==> config.mk <==
export PLATFORM = sky130hd
export DESIGN_NAME = issue_scheduler
export DESIGN_NICKNAME = d
export VERILOG_FILES = /design/src/rtl/issue_scheduler_pkg.sv /design/src/rtl/issue_scheduler_hazard.sv /design/src/rtl/issue_scheduler.sv
export SDC_FILE = /design/constraint.sdc
export NUM_CORES = 1
export LEC_CHECK = 0
export CAP_MARGIN = 40
export CORE_MARGIN = 5
export CORE_UTILIZATION = 48
export CTS_BUF_LIST = sky130_fd_sc_hd__clkbuf_8
export DETAILED_ROUTE_END_ITERATION = 8
export PLACE_DENSITY = 0.83
export SYNTH_ARGS = -nofsm -noshare
export SYNTH_HDL_FRONTEND = slang
export SYNTH_SLANG_ARGS = --single-unit
export TNS_END_PERCENT = 50
==> constraint.sdc <==
create_clock -name clk -period 2.7 [get_ports clk]
set_input_delay 0.54 -clock clk [delete_from_list [all_inputs] [get_ports clk]]
set_output_delay 0.54 -clock clk [all_outputs]
set_load 0.01 [all_outputs]
==> src/rtl/issue_scheduler_pkg.sv <==
// Shared decode definitions for the dual-issue scheduler: opcode constants,
// the canonical NOP, the scheduler state encoding and field-extraction helpers.
package issue_scheduler_pkg;

    localparam logic [6:0]  OP_R = 7'b0110011;
    localparam logic [6:0]  OP_I = 7'b0010011;
    localparam logic [31:0] NOP  = 32'h0000_0013;

    typedef enum logic {
        PAIR  = 1'b0,
        SPLIT = 1'b1
    } sched_state_e;

    function automatic logic [6:0] opcode_of(input logic [31:0] instr);
        return instr[6:0];
    endfunction

    function automatic logic [4:0] rd_of(input logic [31:0] instr);
        return instr[11:7];
    endfunction

    function automatic logic [4:0] rs1_of(input logic [31:0] instr);
        return instr[19:15];
    endfunction

    function automatic logic [4:0] rs2_of(input logic [31:0] instr);
        return instr[24:20];
    endfunction

    // A writer is an ALU instruction (R or I form) with a non-zero destination.
    function automatic logic is_writer(input logic [31:0] instr);
        return ((opcode_of(instr) == OP_R) || (opcode_of(instr) == OP_I)) &&
               (rd_of(instr) != 5'd0);
    endfunction

endpackage

==> src/rtl/issue_scheduler_hazard.sv <==
// Combinational intra-pair dependency check: does B read or overwrite A's rd?
module hazard_detect
    import issue_scheduler_pkg::*;
(
    input  logic [31:0] instr_a,
    input  logic [31:0] instr_b,
    output logic        hazard
);

    logic       a_writer_s;
    logic       b_alu_s;
    logic       raw_rs1_s;
    logic       raw_rs2_s;
    logic       waw_s;
    logic [4:0] rd_a_s;

    // Evaluate RAW on rs1/rs2 and WAW against A's destination register.
    always_comb begin
        rd_a_s     = rd_of(instr_a);
        a_writer_s = is_writer(instr_a);
        b_alu_s    = (opcode_of(instr_b) == OP_R) || (opcode_of(instr_b) == OP_I);
        raw_rs1_s  = b_alu_s && (rs1_of(instr_b) == rd_a_s);
        raw_rs2_s  = (opcode_of(instr_b) == OP_R) && (rs2_of(instr_b) == rd_a_s);
        waw_s      = is_writer(instr_b) && (rd_of(instr_b) == rd_a_s);
        hazard     = a_writer_s && (raw_rs1_s || raw_rs2_s || waw_s);
    end

endmodule

==> src/rtl/issue_scheduler.sv <==
// Dual-issue scheduler: accepts an instruction pair from fetch and issues it to
// decode slots A/B, splitting dependent pairs over two cycles.
module issue_scheduler
    import issue_scheduler_pkg::*;
#(
    parameter int          CNT_W     = 16,
    parameter logic [31:0] NOP_INSTR = NOP
) (
    input  logic             clk,
    input  logic             rst,
    input  logic             trigger,
    input  logic             fetch_valid,
    input  logic [31:0]      fetch_instr_a,
    input  logic [31:0]      fetch_instr_b,
    output logic             fetch_ready,
    output logic             issue_valid_a,
    output logic             issue_valid_b,
    output logic [31:0]      issue_instr_a,
    output logic [31:0]      issue_instr_b,
    output logic [CNT_W-1:0] pair_count,
    output logic [CNT_W-1:0] split_count,
    output logic [CNT_W-1:0] stall_count
);

    localparam logic [CNT_W-1:0] CNT_MAX = {CNT_W{1'b1}};
    localparam logic [CNT_W-1:0] CNT_ONE = {{(CNT_W-1){1'b0}}, 1'b1};

    sched_state_e state_r;
    sched_state_e next_state_s;
    logic [31:0]  hold_r;
    logic [31:0]  hold_s;
    logic         hazard_s;
    logic         accept_s;
    logic         valid_a_s;
    logic         valid_b_s;
    logic [31:0]  instr_a_s;
    logic [31:0]  instr_b_s;
    logic         pair_inc_s;
    logic         split_inc_s;
    logic         stall_inc_s;

    hazard_detect u_hazard (
        .instr_a (fetch_instr_a),
        .instr_b (fetch_instr_b),
        .hazard  (hazard_s)
    );

    // Ready only in PAIR, never while stalled or while reset is applied.
    always_comb begin
        fetch_ready = (state_r == PAIR) && !trigger && !rst;
        accept_s    = fetch_valid && fetch_ready;
    end

    // State register.
    always_ff @(posedge clk) begin
        if (rst) begin
            state_r <= PAIR;
        end else begin
            state_r <= next_state_s;
        end
    end

    // Next-state: a hazardous acceptance splits; an unstalled SPLIT returns to PAIR.
    always_comb begin
        next_state_s = state_r;
        case (state_r)
            PAIR: begin
                if (accept_s && hazard_s) begin
                    next_state_s = SPLIT;
                end else begin
                    next_state_s = PAIR;
                end
            end
            SPLIT: begin
                if (!trigger) begin
                    next_state_s = PAIR;
                end else begin
                    next_state_s = SPLIT;
                end
            end
            default: next_state_s = PAIR;
        endcase
    end

    // Output decode: next slot contents, hold-register update and counter events.
    always_comb begin
        valid_a_s   = 1'b0;
        valid_b_s   = 1'b0;
        instr_a_s   = NOP_INSTR;
        instr_b_s   = NOP_INSTR;
        hold_s      = hold_r;
        pair_inc_s  = 1'b0;
        split_inc_s = 1'b0;
        if (accept_s) begin
            if (hazard_s) begin
                valid_a_s   = 1'b1;
                instr_a_s   = fetch_instr_a;
                hold_s      = fetch_instr_b;
                split_inc_s = 1'b1;
            end else begin
                valid_a_s  = 1'b1;
                valid_b_s  = 1'b1;
                instr_a_s  = fetch_instr_a;
                instr_b_s  = fetch_instr_b;
                pair_inc_s = 1'b1;
            end
        end else if ((state_r == SPLIT) && !trigger) begin
            valid_b_s = 1'b1;
            instr_b_s = hold_r;
        end else begin
            valid_a_s = 1'b0;
            valid_b_s = 1'b0;
        end
        stall_inc_s = trigger && (fetch_valid || (state_r == SPLIT));
    end

    // Issue slots and hold register, registered for a one-cycle issue latency.
    always_ff @(posedge clk) begin
        if (rst) begin
            issue_valid_a <= 1'b0;
            issue_valid_b <= 1'b0;
            issue_instr_a <= NOP_INSTR;
            issue_instr_b <= NOP_INSTR;
            hold_r        <= NOP_INSTR;
        end else begin
            issue_valid_a <= valid_a_s;
            issue_valid_b <= valid_b_s;
            issue_instr_a <= instr_a_s;
            issue_instr_b <= instr_b_s;
            hold_r        <= hold_s;
        end
    end

    // Saturating performance counters.
    always_ff @(posedge clk) begin
        if (rst) begin
            pair_count  <= {CNT_W{1'b0}};
            split_count <= {CNT_W{1'b0}};
            stall_count <= {CNT_W{1'b0}};
        end else begin
            if (pair_inc_s && (pair_count != CNT_MAX)) begin
                pair_count <= pair_count + CNT_ONE;
            end
            if (split_inc_s && (split_count != CNT_MAX)) begin
                split_count <= split_count + CNT_ONE;
            end
            if (stall_inc_s && (stall_count != CNT_MAX)) begin
                stall_count <= stall_count + CNT_ONE;
            end
        end
    end

endmodule

Yosys cells after proc, flatten, opt, wreduce, memory -nomap -nowiden

Index checks and enable logic that the tools add are counted.

Flip-flop bits (word level): 147
Input bits: 68
Output and inout port bits: 115
Word-level logic and storage cells: 63

$add $sub $neg: 3
Equality and inequality tests: 10
Multiplexer cells: 13
Bitwise logic cells: 2
Reduce and logical (&&, ||, !) cells: 26

Operators with widths:

| cell                                                             | number |
|---|---|
| 32-bit two-way mux                                               | 3 |
| 16-bit by 1-bit adder with 16-bit output (second input constant) | 3 |
| 16-bit != test (second input constant)                           | 3 |
| 5-bit == test                                                    | 3 |
| 1-bit logical AND                                                | 15 |
| 7-bit by 5-bit == test with 1-bit output (second input constant) | 2 |
| 7-bit by 6-bit == test with 1-bit output (second input constant) | 2 |
| 5-bit nonzero test                                               | 2 |
| 1-bit two-way mux                                                | 9 |
| 1-bit logical OR                                                 | 5 |
| 1-bit zero test                                                  | 2 |
| 1-bit NOT                                                        | 2 |
| 1-bit one-hot mux with 2 select lines                            | 1 |
| 2-bit AND reduction                                              | 1 |
| 2-bit OR reduction                                               | 1 |

Depth between registers and ports, before layout

Depth after elaboration: 9
Mapped depth: 9
Mapped depth without buffers: 7

Hierarchy

Synthesis repeated with hierarchy kept, for this count alone.

Cell total of the unflattened synthesis: 648
Area total of the unflattened synthesis: 5758.0 um^2

By module, submodules not included:

| module          | instances | cells each | area an instance (um^2) | sequential area each (um^2) |
|---|---|---|---|---|
| issue_scheduler | 1         | 618        | 5534.1                  | 2942.8 |
| hazard_detect   | 1         | 30         | 224.0                   | 0.0 |

Least setup slack after synthesis

No wires, ideal clock.

Kind: input port to flip-flop
From: input port fetch_instr_b[23]
To: register split_count[10]
Library setup time: 121 ps
Arrival time: 2296 ps
Required time: 2579 ps
Setup slack: 283 ps
Stages: 7
Path buffers: 1
Cell sequence: xor2_1 -> nor4_1 -> a32oi_1 -> a2111o_1 -> buf_2 -> nor3_1 -> mux2_2

Longest elaborated chain between the ends: 8

Ends and longest elaborated chain:

| element                        | line                         | source |
|---|---|---|
| start: declaration             | issue_scheduler.sv:14        | `input logic [31:0] fetch_instr_b,` |
| 5-bit == test                  | issue_scheduler_hazard.sv:23 | `raw_rs2_s = (opcode_of(instr_b) == OP_R) && (rs2_of(instr_b) == rd_a_s);` |
| 1-bit logical AND              | issue_scheduler_hazard.sv:23 |  |
| 1-bit logical OR (2 in series) | issue_scheduler_hazard.sv:25 | `hazard = a_writer_s && (raw_rs1_s \|\| raw_rs2_s \|\| waw_s);` |
| 1-bit logical AND              | issue_scheduler_hazard.sv:25 |  |
| 1-bit two-way mux              | issue_scheduler.sv:95        | `if (hazard_s) begin` |
| 1-bit two-way mux              | issue_scheduler.sv:94        | `if (accept_s) begin` |
| 1-bit logical AND              | issue_scheduler.sv:144       | `if (split_inc_s && (split_count != CNT_MAX)) begin` |
| end signal: assignment         | issue_scheduler.sv:138       | `split_count <= {CNT_W{1'b0}};` |
| end signal: assignment         | issue_scheduler.sv:145       | `split_count <= split_count + CNT_ONE;` |
| end: declaration               | issue_scheduler.sv:21        | `output logic [CNT_W-1:0] split_count,` |

Every way passes these cells.
A chain may end at the register's enable or synchronous reset.

Worst setup path after layout

From: input port fetch_instr_b[23]
To: register split_count[8]

Same word-level chain as after synthesis.

==> impl_metrics.json <==
{
  "clk_path_buf_depth": 2,
  "net-switching-power_mw": 0.995,
  "gp_congestion": 0.865,
  "drt_iter0_markers": 378,
  "ir_worst_vdd_uv": 393,
  "holdBufCountCts": 0,
  "place_inst": 908,
  "yosys.area.top_type_share_pct": 52.4,
  "routedWlPerCell_um": 17.5,
  "pwr_density_cell_nw_per_um2": 517,
  "grt_pass1_wl_um": 26300,
  "critPathRequiredTime_ps": 3020,
  "end_kind": "register",
  "fin_skew_ps": 7.29,
  "cts_tree": "built",
  "h-tree-depth": 4,
  "max_freq_mhz": 369,
  "regToRegSetupSlack_ps": 540,
  "timing.final.ws_setup_ps": -9.36,
  "critPathKind": "in -> reg",
  "clkPwrFrac_pct": 37.4,
  "intPower_mw": 3.28,
  "finalCoreUtilization_pct": 72.1,
  "yosysWarnings": 0,
  "final_period_minus_worst_setup_slack_ps": 2710,
  "synthArstFlopShare_pct": 0,
  "cts.sinks": 147,
  "post-place-ws_ps": -485,
  "switching_share_pct": 23.2,
  "rows": 39,
  "arrival_ps": 3030,
  "grtUsageTotal_pct": 22.8,
  "drc": 0,
  "synthTopCellsByArea": "dfxtp_1, mux2i_1, a22o_1",
  "synth.avg_cell_area_um2": 9.81,
  "nets": 856,
  "antenna_found_initial": 0,
  "status": "finished with violations",
  "vias": 5164,
  "syn_nets": 644,
  "min_from": "hold_r[1]",
  "fin_crit_sh_pct": 100,
  "clkTransAtPathRegs_ps": 80,
  "synth_cells": 573,
  "numPortBuffers": 182,
  "p_comb_share_pct": 10.3,
  "die_h_um": 118,
  "drv_slew": 0,
  "max_slew_margin_pct": 37.9,
  "synth_edf_count": 0,
  "leakage_nw": 3.38,
  "setup_viol": 2,
  "cp_slowest_stage_delay_ps": 580,
  "core_um2": 11500,
  "wirelength_um": 16400,
  "die_x_um": 118,
  "syn_area_um2": 5620,
  "hold_viol": 0,
  "antennaDiodeCount": 0,
  "critPathLaunch": "fetch_instr_b[23]",
  "ys_seq_area_share_pct": 52.4,
  "pwr-share-seq_pct": 52.3,
  "path_max_fanout": 17,
  "clk_latency_ps": 430,
  "synth_cell_types": 42,
  "syn_to_final_growth_pct": 47.2,
  "fp.dieArea_um2": 14000,
  "worstMarginPinSlew_ps": 931,
  "cts_buffers": 17,
  "yosys.area.top_type": "dfxtp_1",
  "synth_ff_type": "dfxtp_1",
  "max_cap_viol_count": 0,
  "drive_gt1_share_pct": 11.5,
  "final_antenna_net_count": 0,
  "initial_utilization_pct": 49.0,
  "via_per_inst": 5.49,
  "crit_path_start_kind": "input pin",
  "yosysMostFrequentCell": "dfxtp_1",
  "finalPower_mw": 4.28,
  "r2r_cells": 6,
  "root_buffer": "clkbuf_8",
  "drt_first_pass_iters": 4,
  "crit_path_top_delay_cell": "a2111o_2",
  "grt_start_max_net_pins": 92,
  "io_pins": 183,
  "crit_chain": "clkdlybuf4s50_1, xor2_1, nor4_1, a32oi_1, a2111o_2, buf_6, nor3_1, mux2_2",
  "grt_pass1_vias": 5191,
  "stdcell_count": 941,
  "dp_hpwl_um": 11900,
  "hold_class": "reg -> reg",
  "finalSetupTns_ps": -10.0,
  "hold_depth": 1,
  "synthTopCellsByCount": "dfxtp_1, nor2_1, and3_1",
  "r2r_start": "pair_count[0]",
  "violations": "negative setup slack",
  "grt_overflow": 0,
  "ys_ff_latch": 147
}
==> repair_timing <==
item,in CTS,in global routing
setup endpoints to repair,1,3
hold endpoints to repair,0,0
resized for setup,1,5
setup buffers,0,1
pin swaps,1,2
==> sequential cells by signal, summed over array words and instances (netlist names) <==
| signal | cells |
|---|---|
| issue_valid_a | 1 |
| stall_count | 16 |
| pair_count | 16 |
| hold_r | 32 |
| issue_instr_b | 32 |
| state_r | 1 |
| issue_instr_a | 32 |
| split_count | 16 |
| issue_valid_b | 1 |
==> final timing paths <==
check                                 endpoint
worst max-delay path            split_count[8]
worst min-delay path                 hold_r[1]
worst max register to register   pair_count[9]
worst min register to register       hold_r[1]
==> metal layers <==
metal / routed length, µm / track usage [%] / share of wire [%]
met3: 1060 / 7.12 / 6.4
met1: 6830 / 27.0 / 42
met4: 340 / 8.10 / 2.1
met5: 0 / 0 / 0
met2: 8200 / 39.0 / 50
==> through the flow <==
stage	hold slack, ps	cell area [µm²]
2_1_floorplan	412	5620
3_3_place_gp	425	7860
3_5_place_dp	426	7860
4_1_cts	449	8240
5_1_grt	458	8270
6_report	445	8270
==> cell families (layout without fill, tap and decap cells) <==
| logic type | Yosys count | after routing | share of synthesized area, % |
|---|---|---|---|
| flip-flops | 147 | 147 | 52.4 |
| buffers and inverters | 40 | 265 | 2.78 |
| AO/OA/AOI/OAI | 90 | 90 | 11.1 |
| multiplexers | 38 | 38 | 6.95 |
| adder cells (fa/ha/maj) | 3 | 3 | 0.668 |
| AND/OR/NAND/NOR | 229 | 229 | 22.1 |
| XOR/XNOR | 26 | 26 | 4.05 |
==> placed cells by master (no fill, tap or decap), types with 2 or more instances in the layout <==
master / netlist / routed
clkdlybuf4s50_1: 0 / 180
dfxtp_1: 147 / 147
nor2_1: 53 / 52
buf_4: 0 / 40
and3_1: 37 / 37
mux2i_1: 30 / 30
a22o_1: 29 / 29
nand3_1: 22 / 22
clkbuf_8: 0 / 21
a21oi_1: 21 / 20
o21ai_0: 19 / 19
nand2_1: 18 / 18
or3_1: 15 / 15
xnor2_1: 14 / 14
nor2b_1: 13 / 13
nand2b_1: 13 / 13
xor2_1: 12 / 12
nor3_1: 14 / 11
nand4_1: 11 / 11
nor4_1: 9 / 9
and2_1: 9 / 9
inv_1: 6 / 8
mux2_2: 8 / 8
and4_1: 5 / 5
clkinv_2: 0 / 5
or4_1: 4 / 4
nor3_2: 0 / 3
o31ai_1: 3 / 3
o22a_1: 3 / 3
ha_1: 3 / 3
buf_12: 0 / 3
nor4b_1: 2 / 2
a41oi_1: 2 / 2
o41ai_1: 2 / 2
a21o_1: 2 / 2
o21bai_1: 2 / 2
clkinvlp_4: 0 / 2
buf_6: 0 / 2
==> cell type report <==
| cell class | count | area [µm²] |
|---|---|---|
| clock buffers | 21 | 289 |
| clock inverters | 11 | 86.3 |
| fillers | 842 | 3200 |
| inverters | 6 | 22.5 |
| multi-input cells | 386 | 2550 |
| flip-flops and latches | 147 | 2940 |
| well taps | 143 | 179 |
| repair buffers | 227 | 2200 |
==> power by group through the flow <==
stage          Combinational, mW  Sequential [mW]  Clock (mW)
6_report                   0.442             2.24        1.60
5_1_grt                    0.471             2.24        1.73
4_1_cts                    0.444             2.24        1.63
3_5_place_dp               0.439             2.29           0
3_3_place_gp               0.430             2.28           0
2_1_floorplan              0.121             2.31           0
==> critical path, delay by kind of cell <==
kind / cells / cell delay (ps)
compound gates: 2 / 760
xor+xnor: 1 / 190
buf+inv: 2 / 640
mux: 1 / 360
simple gates: 2 / 540
Power figures use the tool's default switching activity.
